===== src/rtl/bus_arbiter.sv =====
// Four-cache round-robin bus arbiter with a one-cycle GRANT, a watchdog-guarded WAIT,
// and a dead RELEASE cycle between owners. Every output comes straight from a register.
module bus_arbiter #(
    parameter int TIMEOUT = 255
) (
    input  logic             clk,
    input  logic             rst,
    input  logic [3:0]       RdMs,
    input  logic [3:0]       WrMs,
    input  logic [3:0]       WrBk,
    input  logic [3:0][31:0] address,
    input  logic [3:0][31:0] value,
    input  logic             bus_done,
    output logic [3:0]       grant,
    output logic [1:0]       proc_ID_out,
    output logic             bus_valid,
    output logic             bus_RdMs,
    output logic             bus_WrMs,
    output logic             bus_WrBk,
    output logic [31:0]      address_out,
    output logic [31:0]      value_out,
    output logic             timeout_err
);

    localparam int CW = (TIMEOUT <= 255) ? 8 : $clog2(TIMEOUT + 1);
    localparam logic [CW-1:0] TMAX = CW'(TIMEOUT);

    typedef enum logic [1:0] {S_IDLE, S_GRANT, S_WAIT, S_RELEASE} state_t;

    state_t        r_state, w_state_next;
    logic [3:0]    r_rd, r_wr, r_wb;
    logic [1:0]    r_ptr, w_ptr_next;
    logic [1:0]    r_owner, w_owner_next;
    logic [CW-1:0] r_cnt, w_cnt_next;
    logic [3:0]    r_grant, w_grant_next;
    logic [1:0]    r_id, w_id_next;
    logic          r_valid, w_valid_next;
    logic          r_cmd_rd, w_cmd_rd_next;
    logic          r_cmd_wr, w_cmd_wr_next;
    logic          r_cmd_wb, w_cmd_wb_next;
    logic [31:0]   r_addr, w_addr_next;
    logic [31:0]   r_val, w_val_next;
    logic          r_terr, w_terr_next;

    logic [3:0]    w_req;
    logic [3:0]    w_rot_req;
    logic [1:0]    w_rot_idx [4];
    logic [1:0]    w_off;
    logic [1:0]    w_winner;

    assign w_req = r_rd | r_wr | r_wb;

    // Rotate the request vector so that position 0 is the current round-robin pointer.
    generate
        for (genvar gi = 0; gi < 4; gi++) begin : g_rot
            assign w_rot_idx[gi] = r_ptr + 2'(gi);
            assign w_rot_req[gi] = w_req[w_rot_idx[gi]];
        end
    endgenerate

    always_comb begin
        w_off = 2'd0;
        for (int k = 3; k >= 0; k--) begin
            if (w_rot_req[k]) w_off = 2'(k);
        end
    end

    assign w_winner = r_ptr + w_off;

    always_comb begin
        w_state_next  = r_state;
        w_ptr_next    = r_ptr;
        w_owner_next  = r_owner;
        w_cnt_next    = r_cnt;
        w_grant_next  = r_grant;
        w_id_next     = r_id;
        w_valid_next  = r_valid;
        w_cmd_rd_next = r_cmd_rd;
        w_cmd_wr_next = r_cmd_wr;
        w_cmd_wb_next = r_cmd_wb;
        w_addr_next   = r_addr;
        w_val_next    = r_val;
        w_terr_next   = 1'b0;
        case (r_state)
            S_IDLE: begin
                if (|w_req) begin
                    w_state_next  = S_GRANT;
                    w_owner_next  = w_winner;
                    w_id_next     = w_winner;
                    w_grant_next  = 4'b0001 << w_winner;
                    w_valid_next  = 1'b1;
                    w_cmd_wb_next = r_wb[w_winner];
                    w_cmd_wr_next = !r_wb[w_winner] && r_wr[w_winner];
                    w_cmd_rd_next = !r_wb[w_winner] && !r_wr[w_winner] && r_rd[w_winner];
                    w_addr_next   = address[w_winner];
                    w_val_next    = r_wb[w_winner] ? value[w_winner] : 32'd0;
                    w_cnt_next    = '0;
                end
            end
            S_GRANT: begin
                w_state_next = S_WAIT;
                w_cnt_next   = '0;
            end
            S_WAIT: begin
                // Completion beats owner-drop, which beats the watchdog.
                if (bus_done || !w_req[r_owner] || (TIMEOUT != 0 && r_cnt == TMAX)) begin
                    w_state_next  = S_RELEASE;
                    w_ptr_next    = r_owner + 2'd1;
                    w_grant_next  = 4'b0000;
                    w_valid_next  = 1'b0;
                    w_cmd_rd_next = 1'b0;
                    w_cmd_wr_next = 1'b0;
                    w_cmd_wb_next = 1'b0;
                    w_terr_next   = !bus_done && w_req[r_owner];
                end else if (r_cnt != '1) begin
                    w_cnt_next = r_cnt + 1'b1;
                end
            end
            S_RELEASE: begin
                w_state_next = S_IDLE;
            end
            default: begin
                w_state_next = S_IDLE;
            end
        endcase
    end

    always_ff @(posedge clk or posedge rst) begin
        if (rst) begin
            r_state  <= S_IDLE;
            r_rd     <= '0;
            r_wr     <= '0;
            r_wb     <= '0;
            r_ptr    <= '0;
            r_owner  <= '0;
            r_cnt    <= '0;
            r_grant  <= '0;
            r_id     <= '0;
            r_valid  <= 1'b0;
            r_cmd_rd <= 1'b0;
            r_cmd_wr <= 1'b0;
            r_cmd_wb <= 1'b0;
            r_addr   <= '0;
            r_val    <= '0;
            r_terr   <= 1'b0;
        end else begin
            r_state  <= w_state_next;
            r_rd     <= RdMs;
            r_wr     <= WrMs;
            r_wb     <= WrBk;
            r_ptr    <= w_ptr_next;
            r_owner  <= w_owner_next;
            r_cnt    <= w_cnt_next;
            r_grant  <= w_grant_next;
            r_id     <= w_id_next;
            r_valid  <= w_valid_next;
            r_cmd_rd <= w_cmd_rd_next;
            r_cmd_wr <= w_cmd_wr_next;
            r_cmd_wb <= w_cmd_wb_next;
            r_addr   <= w_addr_next;
            r_val    <= w_val_next;
            r_terr   <= w_terr_next;
        end
    end

    assign grant       = r_grant;
    assign proc_ID_out = r_id;
    assign bus_valid   = r_valid;
    assign bus_RdMs    = r_cmd_rd;
    assign bus_WrMs    = r_cmd_wr;
    assign bus_WrBk    = r_cmd_wb;
    assign address_out = r_addr;
    assign value_out   = r_val;
    assign timeout_err = r_terr;

endmodule

===== config.mk =====
export PLATFORM = sky130hd
export DESIGN_NAME = bus_arbiter
export DESIGN_NICKNAME = d
export VERILOG_FILES = /design/src/rtl/bus_arbiter.sv
export SDC_FILE = /design/constraint.sdc
export NUM_CORES = 1
export LEC_CHECK = 0
export ABC_AREA = 1
export CORE_ASPECT_RATIO = 0.75
export CORE_MARGIN = 5
export CORE_UTILIZATION = 40
export CTS_CLUSTER_DIAMETER = 50
export CTS_CLUSTER_SIZE = 14
export DETAILED_ROUTE_END_ITERATION = 7
export PLACE_DENSITY = 0.82
export REMOVE_ABC_BUFFERS = 1
export SETUP_SLACK_MARGIN = 0.3
export SKIP_LAST_GASP = 1
export SLEW_MARGIN = 20
export SYNTH_ARGS = -nofsm -noshare
export SYNTH_HDL_FRONTEND = slang
export SYNTH_SLANG_ARGS = --single-unit

===== constraint.sdc =====
create_clock -name clk -period 3.65 [get_ports clk]
set_clock_uncertainty 0.1 [all_clocks]
set_input_delay 0.73 -clock clk [delete_from_list [all_inputs] [get_ports clk]]
set_output_delay 0.73 -clock clk [all_outputs]
set_load 0.05 [all_outputs]

# --- After elaboration in Yosys (flattened, before gate mapping) ---
# Cells that the tools add are included.
# W data, S select, Z words.
op_classes:
  reduce_logical: 19
  n_lt_le_gt_ge: 6
  n_mux: 46
  shift: 1
  eq_ne: 9
  bitwise_logic: 2
  n_addsub: 6
ops:
  columns: ["op", "n"]
  rows:
  - ["$bmux W32 S2", 2]
  - ["$mux W32", 3]
  - ["$mux W8", 3]
  - ["$pmux W8 S3", 1]
  - ["$lt A2 B3 Y1 const B", 6]
  - ["$bmux W1 S2", 8]
  - ["$mux W1", 15]
  - ["$mux W2", 6]
  - ["$add A8 B1 Y8 const B", 1]
  - ["$eq A8 B8 Y1 const B", 1]
  - ["$mux W4", 2]
  - ["$ne A2 B2 Y1 const B", 4]
  - ["$ne A8 B8 Y1 const B", 1]
  - ["$or A4 B4 Y4", 2]
  - ["$pmux W1 S2", 4]
  - ["$pmux W2 S4", 1]
  - ["$pmux W4 S2", 1]
  - ["$reduce_and A2 Y1", 3]
  - ["$add A2 B1 Y2 const B", 2]
  - ["$add A2 B2 Y2 const B", 2]
  - ["$eq A2 B2 Y1 const B", 2]
  - ["$logic_and A1 B1 Y1", 4]
  - ["$logic_not A1 Y1", 4]
  - ["$reduce_and A4 Y1", 1]
  - ["other kinds (9)", 10]
totals:
  output_inout_bits: 75
  regBits: 99

# --- Depth between registers and ports, before layout ---
logic_depth:
  ltp_word: 16
  ltp_mapped: 20
  mapped_depth_nobuf: 19

# --- Worst setup path after synthesis ---
# Ideal clock, no wire load.
synth_timing:
  path_kind: "flip-flop to flip-flop"
  start: "reg r_ptr[0]"
  end: "reg r_addr[10], in the netlist address_out[10]"
  arrival_time_ns: 2.382
  path_buffers: 3
  setup_ns: 0.082
  path_stages_with_launch: 18
  path_slack_ns: 1.086
  period_less_slack_ns: 2.564
  path_cell_list: "dfrtp_1 inv_2 nand2_1 nand2_2 inv_2 nand3_1 nand2_2 a31oi_1 nor2_1 ha_1 clkbuf_1 clkinv_1 clkbuf_1 clkbuf_1 nand2_1 nand2_1 nand2_1 a31oi_1"
synth_via:
  elab_chain_cells: 10
  elab_cells_between_ends: 18
synth_lines:
  columns: ["item", "line", "rtl"]
  rows:
  - ["from (decl)", "32", "logic [1:0] r_ptr, w_ptr_next;"]
  - ["from (signal assigned)", "151", "r_ptr <= w_ptr_next;"]
  - ["$add A2 B2 Y2", "56", "assign w_rot_idx[gi] = r_ptr + 2'(gi);"]
  - ["$bmux W1 S2", "57", "assign w_rot_req[gi] = w_req[w_rot_idx[gi]];"]
  - ["$mux W1 (implied by the code)", "57", null]
  - ["$mux W2 (4 in a row)", "64", "if (w_rot_req[k]) w_off = 2'(k);"]
  - ["$add A2 B2 Y2 (*)", "68", "assign w_winner = r_ptr + w_off;"]
  - ["named net w_winner[0]", "49", "logic [1:0] w_winner;"]
  - ["$bmux W32 S2 (*)", "95", "w_addr_next = address[w_winner];"]
  - ["$mux W32 (implied by the code) (*)", "95", null]
  - ["to (signal assigned)", "160", "r_addr <= w_addr_next;"]
  - ["to (decl)", "41", "logic [31:0] r_addr, w_addr_next;"]
# The timed path passes the listed nets; every way through them passes the cells marked *. The select of a mux whose other input is x is not followed.
# A chain may end at the register's enable or synchronous reset.

# --- Worst setup path in the final report ---
layout_timing:
  start: "reg r_ptr[0]"
  end: "reg r_val[24], in the netlist value_out[24]"
layout_via:
  elab_chain_cells: 11
  elab_cells_between_ends: 21
layout_lines:
  columns: ["item", "line", "rtl"]
  rows:
  - ["$add A2 B2 Y2", "56", null]
  - ["$bmux W1 S2", "57", null]
  - ["$mux W1 (implied by the code)", "57", null]
  - ["$mux W2 (4 in a row)", "64", null]
  - ["$add A2 B2 Y2 (*)", "68", null]
  - ["$bmux W32 S2 or $bmux W1 S2 (tied branches)", "96", "w_val_next = r_wb[w_winner] ? value[w_winner] : 32'd0;"]
  - ["$mux W32 (implied by the code) or $mux W1 (tied branches)", "96", null]
  - ["$mux W32 (*)", "96", null]
  - ["to (signal assigned)", "161", "r_val <= w_val_next;"]
  - ["to (decl)", "42", "logic [31:0] r_val, w_val_next;"]
# Mark *: on every way between the ends. The rest lies on a longest branch, timed or not. The select of a mux whose other input is x is not followed.

==> results.sh <==
export IMPL_status="finished, final reports clean"
export IMPL_io_pin_count=346
export IMPL_crit_arrival_ns=3.23
export IMPL_fin_crit_ns=3.09
export IMPL_core_area_um2=15800
export IMPL_netlist_area_um2=6380
export IMPL_synth_seq_cells=99
export IMPL_switching_share_pct=56.7
export IMPL_synth_edf_count=0
export IMPL_seq_area_um2=2480
export IMPL_timing_rr_start="r_ptr[0]"
export IMPL_grtUsageTotal_pct=24.5
export IMPL_crit_type="flip-flop to flip-flop"
export IMPL_worstPathRequired_ns=3.78
export IMPL_drc=0
export IMPL_switching_power_uw=5720
export IMPL_synth_warnings=0
export IMPL_detail_route_antenna_nets=0
export IMPL_min_path_type="flip-flop to flip-flop"
export IMPL_synthArstFlopShare_pct=100
export IMPL_setup_tns_ns=0
export IMPL_fp_dieW_um=156
export IMPL_leakagePower_uw=0.00485
export IMPL_grt_pass1_vias=7032
export IMPL_critical_path_max_fanout=22
export IMPL_p_int_uw=4360
export IMPL_clk_pin_slew_worst_paths_ns=0.07
export IMPL_place_congestion=0.889
export IMPL_rrSetupSlack_ns=0.56
export IMPL_synth_cell_type_count=30
export IMPL_worst_r2r_endpoint="value_out[24]"
export IMPL_worstMarginPinSlew_ns=0.736
export IMPL_yosysSeqAreaShare_pct=38.8
export IMPL_avgSynthCellArea_um2=6.47
export IMPL_h_tree_depth=3
export IMPL_synth_top_flop_cell="dfrtp_1"
export IMPL_fin_crit_sh_pct=84.8
export IMPL_cp_end_kind="flip-flop"
export IMPL_grt_max_degree=95
export IMPL_cts_num_sinks=99
export IMPL_rsz0062_at_grt="false"
export IMPL_grt_pass1_wl_mm=36.9
export IMPL_multi_input_area_um2=3490
export IMPL_first_pass_iters=5
export IMPL_root_buffer="clkbuf_16"
export IMPL_cts_max_path_buffers=2
export IMPL_drive_above_1_share_pct=3.78
export IMPL_routed_via_count=7452
export IMPL_netlist_top_cells_area="dfrtp_1 39%, nand2_1 32%, nand3_1 9.3%"
export IMPL_antenna_cells=0
export IMPL_drt_iter0_markers=512
export IMPL_min_delay_start="value_out[22]"
export IMPL_num_rows=40
export IMPL_yosys_area_top_type="dfrtp_1"
export IMPL_fp_dieH_um=119
export IMPL_fin_nets=1569
export IMPL_r2r_cells=19
export IMPL_hold_path_depth=2
export IMPL_power_density_nw_per_um2=986
export IMPL_utilization_pct=64.7
export IMPL_tritoncts="yes"
export IMPL_antenna_found_initial=0
export IMPL_dp_hpwl_mm=18.0
export IMPL_numPortBuffers=345
export IMPL_finalSetupViolations=0
export IMPL_nFillCells=1458
export IMPL_wl_mm=24.0
export IMPL_initial_core_util_pct=40.3
export IMPL_grt_overflow_total=0
export IMPL_maxCapViolCount=0
export IMPL_netlist_instances=986
export IMPL_power_frac_comb_pct=73.6
export IMPL_timing_final_hold_violations=0
export IMPL_min_to="value_out[22]"
export IMPL_cts_buffers=9
export IMPL_routedWlPerCell_um=15.9
export IMPL_dieArea_um2=18600
export IMPL_drv_slew=0
export IMPL_clk_latency_ns=0.34
export IMPL_ir_drop_mv=0.713
export IMPL_synth_top_area_share_pct=38.8
export IMPL_relSlewSlack_pct=50.9
export IMPL_synthTopCellsByCount="542 x nand2_1, 118 x nand3_1, 99 x dfrtp_1, 43 x nor2_1, 35 x clkbuf_1"
export IMPL_power_frac_seq_pct=17.3
export IMPL_clkPwrFrac_pct=9.2
export IMPL_viasPerCell=4.94
export IMPL_max_freq_mhz=323
export IMPL_area_growth_pct=60.3
export IMPL_synth_most_common_cell="nand2_1"
export IMPL_cp_start_kind="flip-flop"
[per-stage QoR]
step,area (um2),setup slack (ns),cells,power (uW),hold WS (ns)
floorplan,6040,-3.56,923,6430,0.381
global placement,9920,0.513,1490,9030,0.357
detailed placement,9920,0.498,1490,9150,0.364
CTS,10200,0.479,1506,10100,0.383
global route,10200,0.311,1507,11000,0.399
finish,10200,0.556,1507,10100,0.381
[state kept, by name, indices dropped and copies added (netlist names), 2 cells and up]
signal       flops
r_wr             4
r_cnt            8
grant            4
proc_ID_out      2
r_state          2
address_out     32
r_wb             4
r_rd             4
r_ptr            2
value_out       32
[cell usage in the layout (no fill, tap or decap), drive strengths merged]
cell type,synthesis,final
a21oi,4,4
a31oi,33,33
buf,28,12
clkbuf,35,9
clkdlybuf4s50,0,345
clkinv,2,4
clkinvlp,0,2
dfrtp,99,99
ha,6,6
inv,25,28
mux2i,2,2
nand2,549,549
nand3,120,120
nand3b,1,1
nand4,3,3
nor2,45,46
nor3,6,6
nor3b,1,1
o211ai,1,1
o21ai,10,10
o31ai,9,9
xnor2,2,2
xor2,5,5
[routing by layer]
layer  track usage (%)  up-vias  wire length (um)
met1              30.7     3396              9660
met2              41.2      269             11800
met5                 0        -                 0
li1                  -     3742                 -
met4              8.47        0               752
met3              6.14       45              1720
[worst max path at each step]
stage                         from            end
final                     r_ptr[0]  value_out[24]
after global routing      r_ptr[0]  value_out[26]
after CTS                 r_ptr[0]       bus_RdMs
after detailed placement  r_ptr[0]       bus_RdMs
after global placement    r_ptr[0]       bus_RdMs
after floorplan           r_ptr[0]   value_out[0]
[critical path, stage by stage, from the launching register on]
cell and delay (ns):
dfrtp_1 0.51, inv_2 0.14, nand2_1 0.07, nand2_2 0.09, inv_2 0.04, nand3_1 0.07
nand2_2 0.08, a31oi_1 0.14, nor2_1 0.08, ha_4 0.16, xor2_1 0.15, inv_1 0.08
nand3_2 0.13, nand2_4 0.13, clkinv_2 0.33, buf_4 0.35, nand2_1 0.07, nand3_1 0.12
nand2_1 0.08, nand2_1 0.05
[power by group through the flow]
| stage | registers [uW] | logic, uW | clock network [uW] |
|---|---|---|---|
| 5_1_grt | 1790 | 8180 | 989 |
| 3_3_place_gp | 1740 | 7290 | 0 |
| 2_1_floorplan | 2900 | 3530 | 0 |
| 3_5_place_dp | 1750 | 7400 | 0 |
| 6_report | 1740 | 7410 | 926 |
| 4_1_cts | 1740 | 7420 | 948 |
[area by class of cell]
class                   instances  share of cell area, %
multi-input cells             798                   34.1
repair buffers                357                   35.2
inverters                      27                   1.05
clock buffers                   9                   2.20
flip-flops and latches         99                   24.2
clock inverters                 7                  0.587
well taps                     210                   2.57
[what timing repair did]
item	CTS	global route
hold buffers	0	0
resized for setup	0	4
setup endpoints to repair	0	34
buffers inserted	0	0
[kinds of logic (layout without fill, tap and decap cells)]
logic type	after synthesis	in the layout	share of synthesized area (%)
adder cells (fa/ha/maj)	6	6	1.18
multiplexers	2	2	0.314
XOR/XNOR	7	7	0.961
AND/OR/NAND/NOR	725	726	46.1
buffers and inverters	90	400	6.94
flip-flops	99	99	38.8
AO/OA/AOI/OAI	57	57	5.67
Power figures use the tool's default switching activity.
